==> src/rtl/fp_div_seq.sv <==
`timescale 1ns/1ps
// fp_div_seq -- sequential IEEE-754 single-precision divider.
//
// Computes fp_Z = fp_X / fp_Y with a restoring divider producing one
// quotient bit per clock, followed by a single rounding cycle.
// Subnormal operands are flushed to signed zero, and results are never
// subnormal (they flush to signed zero with udrf set).
//
// Ports:
//   clk    in   clock, all state changes on the rising edge
//   rst    in   synchronous active-high reset
//   start  in   begin a divide (only honoured while busy=0)
//   fp_X   in   [31:0] dividend
//   fp_Y   in   [31:0] divisor
//   r_mode in   [2:0] rounding: 0 RNE, 1 RTZ, 2 RDN, 3 RUP, 4 RMM, others RNE
//   busy   out  operation in progress
//   done   out  one-cycle pulse, result outputs valid
//   fp_Z   out  [31:0] quotient (held until the next done)
//   ovrf   out  overflow flag of the last result
//   udrf   out  underflow flag of the last result
module fp_div_seq (
  input  logic        clk,
  input  logic        rst,
  input  logic        start,
  input  logic [31:0] fp_X,
  input  logic [31:0] fp_Y,
  input  logic [2:0]  r_mode,
  output logic        busy,
  output logic        done,
  output logic [31:0] fp_Z,
  output logic        ovrf,
  output logic        udrf
);

  localparam logic [2:0] MODE_RNE = 3'd0;
  localparam logic [2:0] MODE_RTZ = 3'd1;
  localparam logic [2:0] MODE_RDN = 3'd2;
  localparam logic [2:0] MODE_RUP = 3'd3;
  localparam logic [2:0] MODE_RMM = 3'd4;

  typedef enum logic [1:0] {IDLE, DIV, ROUND, DONE} state_t;

  state_t             state;
  logic               sign_reg;
  logic [2:0]         mode_reg;
  logic signed [9:0]  exp_reg;
  logic [24:0]        rem_reg;
  logic [23:0]        div_reg;
  // Holds the last 25 quotient bits: the leading 1 shifts out, leaving
  // 23 fraction bits, guard and round.
  logic [24:0]        q_reg;
  logic [4:0]         cnt_reg;

  // ---------------- operand decode (used in IDLE) ----------------
  logic [7:0]  x_exp, y_exp;
  logic [22:0] x_frac, y_frac;
  logic        x_zero, y_zero, x_inf, y_inf, x_nan, y_nan;
  logic        is_nan, is_inf, is_zero, special;
  logic        sign_in;
  logic [31:0] special_z;
  logic [23:0] mx, my;
  logic        x_lt_y;
  logic [9:0]  exp_init;
  logic [24:0] rem_init;
  logic [2:0]  mode_in;

  always_comb begin
    x_exp   = fp_X[30:23];
    y_exp   = fp_Y[30:23];
    x_frac  = fp_X[22:0];
    y_frac  = fp_Y[22:0];
    x_zero  = (x_exp == 8'h00);
    y_zero  = (y_exp == 8'h00);
    x_inf   = (x_exp == 8'hFF) && (x_frac == 23'd0);
    y_inf   = (y_exp == 8'hFF) && (y_frac == 23'd0);
    x_nan   = (x_exp == 8'hFF) && (x_frac != 23'd0);
    y_nan   = (y_exp == 8'hFF) && (y_frac != 23'd0);
    sign_in = fp_X[31] ^ fp_Y[31];

    // NaN takes precedence; the inf and zero groups are then disjoint.
    is_nan  = x_nan || y_nan || (x_zero && y_zero) || (x_inf && y_inf);
    is_inf  = x_inf || y_zero;
    is_zero = x_zero || y_inf;
    special = is_nan || is_inf || is_zero;

    if (is_nan)
      special_z = 32'h7FC00000;
    else if (is_inf)
      special_z = {sign_in, 8'hFF, 23'd0};
    else
      special_z = {sign_in, 31'd0};

    mx     = {1'b1, x_frac};
    my     = {1'b1, y_frac};
    x_lt_y = (mx < my);
    // Doubling the dividend when it is the smaller mantissa keeps the
    // quotient in [1,2); the exponent compensates by one.
    exp_init = {2'b00, x_exp} - {2'b00, y_exp} + 10'd127 - {9'd0, x_lt_y};
    rem_init = x_lt_y ? {mx, 1'b0} : {1'b0, mx};

    mode_in = (r_mode > MODE_RMM) ? MODE_RNE : r_mode;
  end

  // ---------------- one restoring division step ----------------
  logic        q_bit;
  logic [24:0] rem_step;

  always_comb begin
    q_bit = (rem_reg >= {1'b0, div_reg});
    // The partial remainder is always below the divisor (< 2^24) after the
    // subtract, so the left shift cannot lose a set bit.
    rem_step = (q_bit ? (rem_reg - {1'b0, div_reg}) : rem_reg) << 1;
  end

  // ---------------- rounding ----------------
  logic              g_bit, r_bit, s_bit, lsb, inexact, inc;
  logic [22:0]       frac_sum;
  logic              carry;
  logic signed [9:0] exp_rnd;
  logic              ovf, unf, inf_sel;
  logic [31:0]       round_z;

  always_comb begin
    g_bit   = q_reg[1];
    r_bit   = q_reg[0];
    s_bit   = (rem_reg != 25'd0);
    lsb     = q_reg[2];
    inexact = g_bit | r_bit | s_bit;

    case (mode_reg)
      MODE_RTZ: inc = 1'b0;
      MODE_RDN: inc = sign_reg & inexact;
      MODE_RUP: inc = ~sign_reg & inexact;
      MODE_RMM: inc = g_bit;
      default:  inc = g_bit & (r_bit | s_bit | lsb);
    endcase

    // The hidden 1 is always set, so a carry out of the fraction means the
    // mantissa rolled over to 2.0: fraction is already zero, bump exponent.
    {carry, frac_sum} = {1'b0, q_reg[24:2]} + {23'd0, inc};
    exp_rnd = exp_reg + {9'd0, carry};

    ovf = (exp_rnd >= 10'sd255);
    unf = (exp_rnd <= 10'sd0);

    case (mode_reg)
      MODE_RTZ: inf_sel = 1'b0;
      MODE_RDN: inf_sel = sign_reg;
      MODE_RUP: inf_sel = ~sign_reg;
      default:  inf_sel = 1'b1;
    endcase

    if (ovf)
      round_z = inf_sel ? {sign_reg, 8'hFF, 23'd0} : {sign_reg, 8'hFE, 23'h7FFFFF};
    else if (unf)
      round_z = {sign_reg, 31'd0};
    else
      round_z = {sign_reg, exp_rnd[7:0], frac_sum};
  end

  // ---------------- control FSM with registered outputs ----------------
  always_ff @(posedge clk) begin
    if (rst) begin
      state    <= IDLE;
      busy     <= 1'b0;
      done     <= 1'b0;
      fp_Z     <= 32'd0;
      ovrf     <= 1'b0;
      udrf     <= 1'b0;
      sign_reg <= 1'b0;
      mode_reg <= MODE_RNE;
      exp_reg  <= '0;
      rem_reg  <= '0;
      div_reg  <= '0;
      q_reg    <= '0;
      cnt_reg  <= '0;
    end else begin
      case (state)
        IDLE: begin
          done <= 1'b0;
          if (start) begin
            busy     <= 1'b1;
            sign_reg <= sign_in;
            mode_reg <= mode_in;
            if (special) begin
              state <= DONE;
              done  <= 1'b1;
              fp_Z  <= special_z;
              ovrf  <= 1'b0;
              udrf  <= 1'b0;
            end else begin
              state   <= DIV;
              exp_reg <= exp_init;
              rem_reg <= rem_init;
              div_reg <= my;
              q_reg   <= '0;
              cnt_reg <= '0;
            end
          end
        end
        DIV: begin
          rem_reg <= rem_step;
          q_reg   <= {q_reg[23:0], q_bit};
          cnt_reg <= cnt_reg + 5'd1;
          if (cnt_reg == 5'd25)
            state <= ROUND;
        end
        ROUND: begin
          fp_Z  <= round_z;
          ovrf  <= ovf;
          udrf  <= unf;
          done  <= 1'b1;
          state <= DONE;
        end
        DONE: begin
          done  <= 1'b0;
          busy  <= 1'b0;
          state <= IDLE;
        end
        default: begin
          state <= IDLE;
          busy  <= 1'b0;
          done  <= 1'b0;
        end
      endcase
    end
  end

endmodule

==> config.mk <==
export PLATFORM = sky130hd
export DESIGN_NAME = fp_div_seq
export DESIGN_NICKNAME = d
export VERILOG_FILES = /design/src/rtl/fp_div_seq.sv
export SDC_FILE = /design/constraint.sdc
export NUM_CORES = 1
export LEC_CHECK = 0
export CORE_UTILIZATION = 56
export CTS_BUF_LIST = sky130_fd_sc_hd__clkbuf_8
export DETAILED_ROUTE_END_ITERATION = 8
export PLACE_DENSITY = 0.9
export SYNTH_ARGS = -nofsm -noshare
export SYNTH_HDL_FRONTEND = slang
export SYNTH_SLANG_ARGS = --single-unit
==> constraint.sdc <==
create_clock -name clk -period 4.96 [get_ports clk]
set_input_delay 0.744 -clock clk [delete_from_list [all_inputs] [get_ports clk]]
set_output_delay 0.744 -clock clk [all_outputs]
set_load 0.02 [all_outputs]
# After elaboration in Yosys (flattened, before gate mapping)
# Cells that the tools add are included.
# word_totals
register_bits	131
word_cells	115
# op_classes
add_sub_neg	7
order_cmp	5
n_reduce_logical	31
mux	35
eq_ne	14
n_bitwise	10
# ops
cell	count
$mux W25	5
$pmux W25 S2	2
$mux W32	3
$mux W31	3
$pmux W32 S2	1
$mux W24	2
$logic_not A23 Y1	2
$reduce_bool A23 Y1	2
$ge A25 B24 Y1	1
$reduce_bool A25 Y1	1
$add A23 B1 Y24	1
$lt A24 B24 Y1	1
$sub A24 B24 Y24	1
$eq A8 B8 Y1 const B	2
$logic_not A8 Y1	2
$add A10 B1 Y10	1
$add A9 B8 Y10 const B	1
$ge A10 B9 Y1 const B	1
$le A10 B1 Y1 const B	1
$mux W5	2
$pmux W5 S2	1
$sub A10 B1 Y10	1
$reduce_and A3 Y1	3
$sub A8 B8 Y9	1
26 further kinds	61

# Depth between registers and ports, before layout
# Gate-level depths: netlist of run 1.
# logic_depth
word_depth	11
mapped_depth	22

# Worst setup path after synthesis of run 1
# Ideal clock, no wire load.
# synth_path
path_kind	flip-flop to flip-flop
start	register rem_reg[6]
end	register fp_Z[16]
arrival_time_ns	3.900
path_buffers	1
t_required_ns	4.832
path_stages_with_launch	23
setup_slack_ns	0.932
setup_ns	0.128
cell_sequence	dfxtp_1 -> nor4_1 -> nand4_1 -> or3_1 -> maj3_1 -> a21oi_1 -> nor2_1 -> ha_1 -> nand4_1 -> nor2_1 -> nand4_1 -> nor2_1 -> ha_1 -> ha_1 -> nor3_1 -> a31oi_1 -> or3_1 -> nor3_1 -> a31o_2 -> clkbuf_1 -> o21ai_0 -> a22oi_1 -> nor2_1
# synth_between
elab_chain_len	11
elab_cells_between_ends	15
cone_classes	2 x add/sub; 2 x order compare; 4 x mux; 6 x bitwise; 1 x reduce/logical
# synth_rtl
item	line_no	text
from (decl)	47	logic [24:0] rem_reg;
from (signal assigned)	194	rem_reg <= rem_init;
from (signal assigned)	202	rem_reg <= rem_step;
$reduce_bool A25 Y1 *	126	s_bit = (rem_reg != 25'd0);
$or A1 B1 Y1 (2 in a row)	135	default: inc = g_bit & (r_bit | s_bit | lsb);
$and A1 B1 Y1	135	
$pmux W1 S4 *	130	case (mode_reg)
$add A23 B1 Y24 *	140	{carry, frac_sum} = {1'b0, q_reg[24:2]} + {23'd0, inc};
$add A10 B1 Y10	141	exp_rnd = exp_reg + {9'd0, carry};
$le A10 B1 Y1	144	unf = (exp_rnd <= 10'sd0);
$mux W31	155	else if (unf)
$mux W31 *	153	if (ovf)
$pmux W32 S2 *	178	case (state)
to (signal assigned)	188	fp_Z <= special_z;
to (signal assigned)	209	fp_Z <= round_z;
to (decl)	30	output logic [31:0] fp_Z,
# Mark *: on every way between the ends. The rest lies on a longest branch, timed or not.
# A chain may end at the register's enable or synchronous reset.

# Worst setup path after layout of run 1
# layout_path
start	register rem_reg[1]
end	register fp_Z[19]
# The elaborated chain is that of the path after synthesis.

==> results of run 1 <==
-- layout by cell type, fill, tap and decap left out, types with 7 or more instances in the layout --
cell	count
a211oi_1	17
a21o_1	17
a21oi_1	103
a22oi_1	24
and3_1	7
buf_4	13
clkbuf_8	17
clkdlybuf4s50_1	104
dfxtp_1	131
ha_1	73
inv_1	84
mux2_2	10
mux2i_1	19
nand2_1	71
nand2b_1	10
nand3_1	67
nand4_1	21
nor2_1	153
nor2b_1	8
nor3_1	29
nor4_1	19
o21a_1	15
o21ai_0	64
o221ai_1	7
xnor2_1	26
xor2_1	32
-- repair_timing --
| action | CTS | global route |
|---|---|---|
| gates cloned | 0 | 1 |
| resized for setup | 1 | 9 |
| pin swaps | 0 | 1 |
| setup endpoints to repair | 20 | 32 |
-- power by group through the flow --
stage                     sequential, mW  clock, mW  combinational (mW)
final                               1.48      0.928                3.93
after global routing                1.50      0.976                4.30
after CTS                           1.46      0.930                3.76
after detailed placement            1.48          0                3.73
after global placement              1.47          0                3.65
after floorplan                     1.45          0                2.95
-- worst max-delay path, cell delays in order, from the launching register on --
cell,delay (ns)
dfxtp_1,0.36
nor4_2,0.32
nand4_1,0.22
or3_1,0.40
maj3_1,0.35
a21oi_1,0.16
nor2_1,0.07
ha_1,0.22
nand4_1,0.10
nor2_1,0.12
nand4_1,0.12
nor2_1,0.08
ha_1,0.23
ha_1,0.27
nand3_1,0.17
nor3_1,0.08
or2_1,0.27
nor3_4,0.28
a31o_4,0.29
o21ai_0,0.14
a22oi_1,0.22
nor2_1,0.06
-- metal layers --
layer  global-route usage  up-vias
li1                     -     4474
met1                0.418     4336
met2                0.485      505
met3               0.0656       66
met4                0.111        0
met5                    0        -
-- cell type report --
type                            count  area [um^2]
Tap cell                          216          270
Sequential cell                   131         2620
Timing Repair Buffer              117         1140
Multi-Input combinational cell    918         6070
Fill cell                        1321         5190
Clock inverter                     15          160
Inverter                           85          319
Clock buffer                       17          234
-- path summary, 6_finish.rpt --
kind                            from                     to  slack (ns)  depth (start not counted)
max          rem_reg[1]$_SDFFE_PP0P_  fp_Z[19]$_SDFFE_PP0P_        0.29                         21
min            fp_Z[23]$_SDFFE_PP0P_  fp_Z[23]$_SDFFE_PP0P_        0.48                          2
max reg2reg  rem_reg[1]$_SDFFE_PP0P_  fp_Z[19]$_SDFFE_PP0P_        0.29                         21
min reg2reg    fp_Z[23]$_SDFFE_PP0P_  fp_Z[23]$_SDFFE_PP0P_        0.48                          2
-- logic make-up (layout without fill, tap and decap cells) --
family          count (synthesis)  count (layout)  share of synthesized area
compound gates                330             331                      0.236
simple gates                  422             422                      0.217
buf+inv                       156             234                     0.0700
fa+ha+maj                      77              77                      0.106
xor+xnor                       59              59                     0.0558
mux                            29              29                     0.0327
flops                         131             131                      0.283
==> results.py, run 1 <==
metrics = {
    "grt": {
        "first_global_vias": 8666,
        "antenna_found_initial": 0,
        "overflow": 0,
        "grt_max_degree": 97,
        "grt_use_total": 0.309,
        "grt_pass1_wl_um": 41700,
    },
    "place": {
        "pre_cts_ws_ns": -0.203,
        "numPortBuffers": 105,
        "routabilityCongestion": 0.971,
        "hpwl_um": 19100,
        "dpl_cell_area_um2": 10400,
        "dpl.cell_count": 1466,
    },
    "final_layout": {
        "nets": 1416,
        "largest_reg_flops": 32,
        "diodes": 0,
        "drive_above_1_share": 0.0639,
        "post-route-util": 0.676,
        "postLayoutCellArea_um2": 10800,
        "area_growth_pct": 16.7,
        "fin_cells": 1499,
    },
    "yosys": {
        "synthArstFlopShare": 0,
        "ys_seq_area_frac": 0.283,
        "synthDistinctLibCells": 78,
        "synth.most_common_cell": "nor2_1",
        "synth_nets": 1350,
        "synthCells": 1204,
        "synth_edf_count": 0,
        "ys_warn_count": 0,
        "synth_top_area_share": 0.283,
        "synth_area_um2": 9270,
        "synth.area.top_cells": "dfxtp_1 28%, ha_1 9.9%, nor2_1 6.3%",
        "yosys.area.top_type": "dfxtp_1",
        "synth_ff_type": "dfxtp_1",
        "ys_ff_latch": 131,
        "synth_top_cells_by_count": "156 x nor2_1, 131 x dfxtp_1, 104 x a21oi_1",
        "avgSynthCellArea_um2": 7.70,
    },
    "timing": {
        "hold_ws_ns": 0.475,
        "clock_skew_ns": 0.0118,
        "setup_tns_ns": 0,
        "layout_setup_ws_ns": 0.288,
        "relSlewSlack": 0.266,
        "setup_viol": 0,
        "hold_viol": 0,
        "rsz0062_at_grt": "no",
        "period_needed_ns": 4.67,
        "fmax_ghz": 0.214,
        "fin_crit_sh": 0.942,
        "tightest_slew_ns": 1.10,
        "drv_slew": 0,
    },
    "clock_tree": {
        "ctsRootBufferMaster": "clkbuf_8",
        "clock-sinks": 131,
        "clkTransAtPathRegs_ns": 0.09,
        "clock_latency_ns": 0.47,
        "cts_buffer_depth": 2,
        "cts_max_level": 4,
        "cts_inserted_buffers": 17,
        "cts_setup_buffers": 0,
        "cts_hold_buf": 0,
        "cts_tree": "built",
    },
    "route": {
        "highest_layer": "met4",
        "first_pass_iters": 6,
        "met3_length_um": 2330,
        "dr_wl_met2_um": 11800,
        "routed_via_density": 6.26,
        "dr.first_iter.drc_count": 1290,
        "drc": 0,
        "wl_per_cell_um": 17.3,
        "wl_met1_um": 11200,
        "vias": 9381,
        "ant_nets": 0,
        "wl_um": 26000,
    },
    "power_and_ir_drop": {
        "power_frac_comb": 0.621,
        "intPower_mw": 3.21,
        "vdd_drop_max_mv": 0.333,
        "clockPowerShare": 0.146,
        "leakage_nw": 4.31,
        "p_total_mw": 6.33,
        "p_sw_frac": 0.493,
        "powerDensity_nw_per_um2": 586,
        "p_switching_mw": 3.12,
        "share_seq_of_total_power": 0.233,
    },
    "job": {
        "maxCapViolations": 0,
    },
    "setup_path": {
        "crit_path_end_kind": "flop",
        "arrival_ns": 4.99,
        "cp.required_ns": 5.28,
        "cp_max_fo": 13,
        "crit_type": "reg2reg",
        "startpoint_type": "flop",
    },
    "floorplanning": {
        "ios": 106,
        "core_area_um2": 16000,
        "dieWidth_um": 131,
        "start_util": 0.579,
        "fp.dieH_um": 131,
        "core.rowCount": 46,
        "dieArea_um2": 17100,
    },
    "run_status": {
        "outcome": "completed",
    },
    "hold_path": {
        "worstHoldPathType": "reg2reg",
    },
}
No activity file was read; power rests on OpenSTA's default activity.
==> run 2: changes to the inputs <==
Settings changed: ABC_AREA from default to 1, CORE_UTILIZATION 56 to 35, PLACE_DENSITY 0.9 to 0.63, SKIP_LAST_GASP from default to 1.
==> results.py, run 2 <==
metrics = {
    "run_status": {
        "outcome": "completed",
    },
    "yosys": {
        "synth_area_um2": 10500,
        "synth_top_family_by_area": "simple AND/OR/NAND/NOR gates",
        "avgSynthCellArea_um2": 6.14,
        "synthArstFlopShare": 0,
        "yosys.area.top_type": "dfxtp_1",
        "synth_top_cells_by_count": "389 x nand2_1, 256 x nor2_1, 229 x inv_1",
        "ys_warn_count": 0,
        "synth-xor-area-share": 0.0348,
        "ys_ff_latch": 131,
        "synth_edf_count": 0,
        "synth_nets": 1863,
        "synth.most_common_cell": "nand2_1",
        "synth.area.top_cells": "dfxtp_1 25%, nand2_1 14%, nor2_1 9.1%",
        "ys_seq_area_frac": 0.249,
        "synthCells": 1717,
        "synthSimpleGateAreaFrac": 0.364,
        "synth_ff_type": "dfxtp_1",
        "synth_top_area_share": 0.249,
        "synth_compound_area_frac": 0.142,
        "synthAdderAreaFrac": 0.0923,
        "synthMuxAreaShare": 0,
        "synthDistinctLibCells": 49,
    },
    "route": {
        "routed_via_density": 4.99,
        "vias": 11000,
        "wl_um": 31700,
        "first_pass_iters": 5,
        "drc": 0,
        "wl_per_cell_um": 14.4,
        "dr.first_iter.drc_count": 873,
        "ant_nets": 0,
    },
    "final_layout": {
        "drive_above_1_share": 0.0553,
        "seq_area_um2": 2620,
        "multiInputGateArea_um2": 6750,
        "largest_reg_flops": 32,
        "diodes": 0,
        "fill_cells": 3220,
        "final_common_cell": "nand2_1",
        "final_cell_mix": "388 x nand2_1, 256 x nor2_1, 230 x inv_1",
        "fin_cells": 2198,
        "area_growth_pct": 16.8,
        "nets": 1941,
    },
    "place": {
        "pre_cts_ws_ns": 0.342,
        "dpl.cell_count": 2164,
        "routabilityCongestion": 0.882,
        "numPortBuffers": 105,
        "hpwl_um": 23900,
    },
    "clock_tree": {
        "cts_max_level": 4,
        "cts_tree": "built",
        "cts.repair.resized": 0,
        "clkTransAtPathRegs_ns": 0.09,
        "ctsRootBufferMaster": "clkbuf_8",
        "clock_latency_ns": 0.48,
        "cts_buffer_depth": 2,
        "clock-sinks": 131,
        "cts_setup_buffers": 0,
        "cts_hold_buf": 0,
        "cts_inserted_buffers": 17,
    },
    "setup_path": {
        "rr_startpoint": "rem_reg[12]$_SDFFE_PP0P_",
        "cp_max_fo": 8,
        "r2r_setup_slack_ns": 0.52,
        "cp_slowest_cell": "nor4_1",
        "critPathMostFrequentCell": "nor2_1",
        "reg2reg_depth": 28,
        "rr_endpoint": "fp_Z[4]$_SDFFE_PP0P_",
        "crit_path_end_kind": "flop",
        "cpPeakStageDelay_ns": 0.55,
        "startpoint_type": "flop",
        "arrival_ns": 4.81,
        "cp.required_ns": 5.32,
        "crit_type": "reg2reg",
    },
    "timing": {
        "drv_slew": 0,
        "relSlewSlack": 0.451,
        "fmax_ghz": 0.225,
        "layout_setup_ws_ns": 0.517,
        "clock_skew_ns": 0.0223,
        "period_needed_ns": 4.44,
        "setup_viol": 0,
        "setup_tns_ns": 0,
        "hold_viol": 0,
        "tightest_slew_ns": 0.823,
        "rsz0062_at_grt": "no",
        "fin_crit_sh": 0.896,
    },
    "floorplanning": {
        "ios": 106,
        "core.rowCount": 63,
        "dieWidth_um": 176,
        "core_area_um2": 29600,
        "start_util": 0.356,
        "dieArea_um2": 30800,
        "fp.dieH_um": 176,
    },
    "grt": {
        "first_global_vias": 10300,
        "antenna_found_initial": 0,
        "overflow": 0,
        "grt_pass1_wl_um": 51700,
        "grt_max_degree": 76,
        "grt_use_total": 0.208,
    },
    "job": {
        "maxCapViolations": 0,
    },
    "hold_path": {
        "worstHoldPathType": "reg2reg",
        "min_path_cells": 2,
        "hold_end": "udrf$_SDFFE_PP0P_",
        "hold_path_startpoint": "udrf$_SDFFE_PP0P_",
    },
    "power_and_ir_drop": {
        "powerDensity_nw_per_um2": 596,
        "leakage_nw": 5.77,
        "vdd_drop_max_mv": 0.232,
    },
}
## run 2: final cells by class
| class | instances | share of cell area |
|---|---|---|
| well taps | 390 | 0.0396 |
| flip-flops and latches | 131 | 0.213 |
| inverters | 239 | 0.0728 |
| clock buffers | 18 | 0.0201 |
| repair buffers | 119 | 0.0959 |
| multi-input cells | 1287 | 0.548 |
| clock inverters | 14 | 0.0103 |
## run 2: worst max path at each step
stage                                         from                     to  slack [ns]  cells after the start
after floorplan           mode_reg[1]$_SDFFE_PP0P_  fp_Z[23]$_SDFFE_PP0P_        0.96                     33
after global placement    mode_reg[1]$_SDFFE_PP0P_   fp_Z[3]$_SDFFE_PP0P_        0.51                     33
after detailed placement  mode_reg[1]$_SDFFE_PP0P_   fp_Z[1]$_SDFFE_PP0P_        0.34                     33
after CTS                 mode_reg[1]$_SDFFE_PP0P_   fp_Z[1]$_SDFFE_PP0P_        0.30                     33
after global routing      mode_reg[1]$_SDFFE_PP0P_  fp_Z[23]$_SDFFE_PP0P_        0.02                     31
final                     rem_reg[12]$_SDFFE_PP0P_   fp_Z[4]$_SDFFE_PP0P_        0.52                     28
## run 2: cell families (layout without fill, tap and decap cells)
logic type	count (synthesis)	count (layout)
DFF	131	131
adders and majority gates	76	76
and+or+nand+nor	886	888
AOI/OAI and AO/OA	282	282
buffers and inverters	301	390
xor gates and xnor gates	41	41
## run 2: where the power goes
part	internal [mW]	total, mW	switching (mW)
Clock	0.416	0.916	0.501
Combinational	1.64	4.69	3.05
Sequential	1.40	1.73	0.328
## run 2: metal layers
layer	vias up	wire, um	GRT usage	share of wire
met4	0	660	0.0678	0.021
met5	-	0	0	0
met3	44	1490	0.0310	0.047
li1	5698	-	-	-
met1	4935	14800	0.275	0.47
met2	302	14800	0.346	0.47
## run 2: per-stage QoR
stage	util	total power [mW]	cell area (um^2)	hold slack (ns)
finish	0.416	7.34	12300	0.466
global route	0.416	8.04	12300	0.490
CTS	0.413	7.29	12200	0.475
detailed placement	0.400	6.35	11900	0.462
global placement	0.400	6.32	11900	0.451
floorplan	-	5.19	10500	0.433
## run 2: critical path, delay by kind of cell (launching register included)
kind / cells / cell delay, ns
and+or+nand+nor: 21 / 2.82
DFF: 1 / 0.35
buffers and inverters: 2 / 0.24
AOI/OAI and AO/OA: 2 / 0.13
adders and majority gates: 3 / 0.78
==> run 3: changes to the inputs <==
Settings changed: CAP_MARGIN from default to 5.
==> results of run 3 <==
No change in the layout: final DEF, timing and power equal those of run 2.
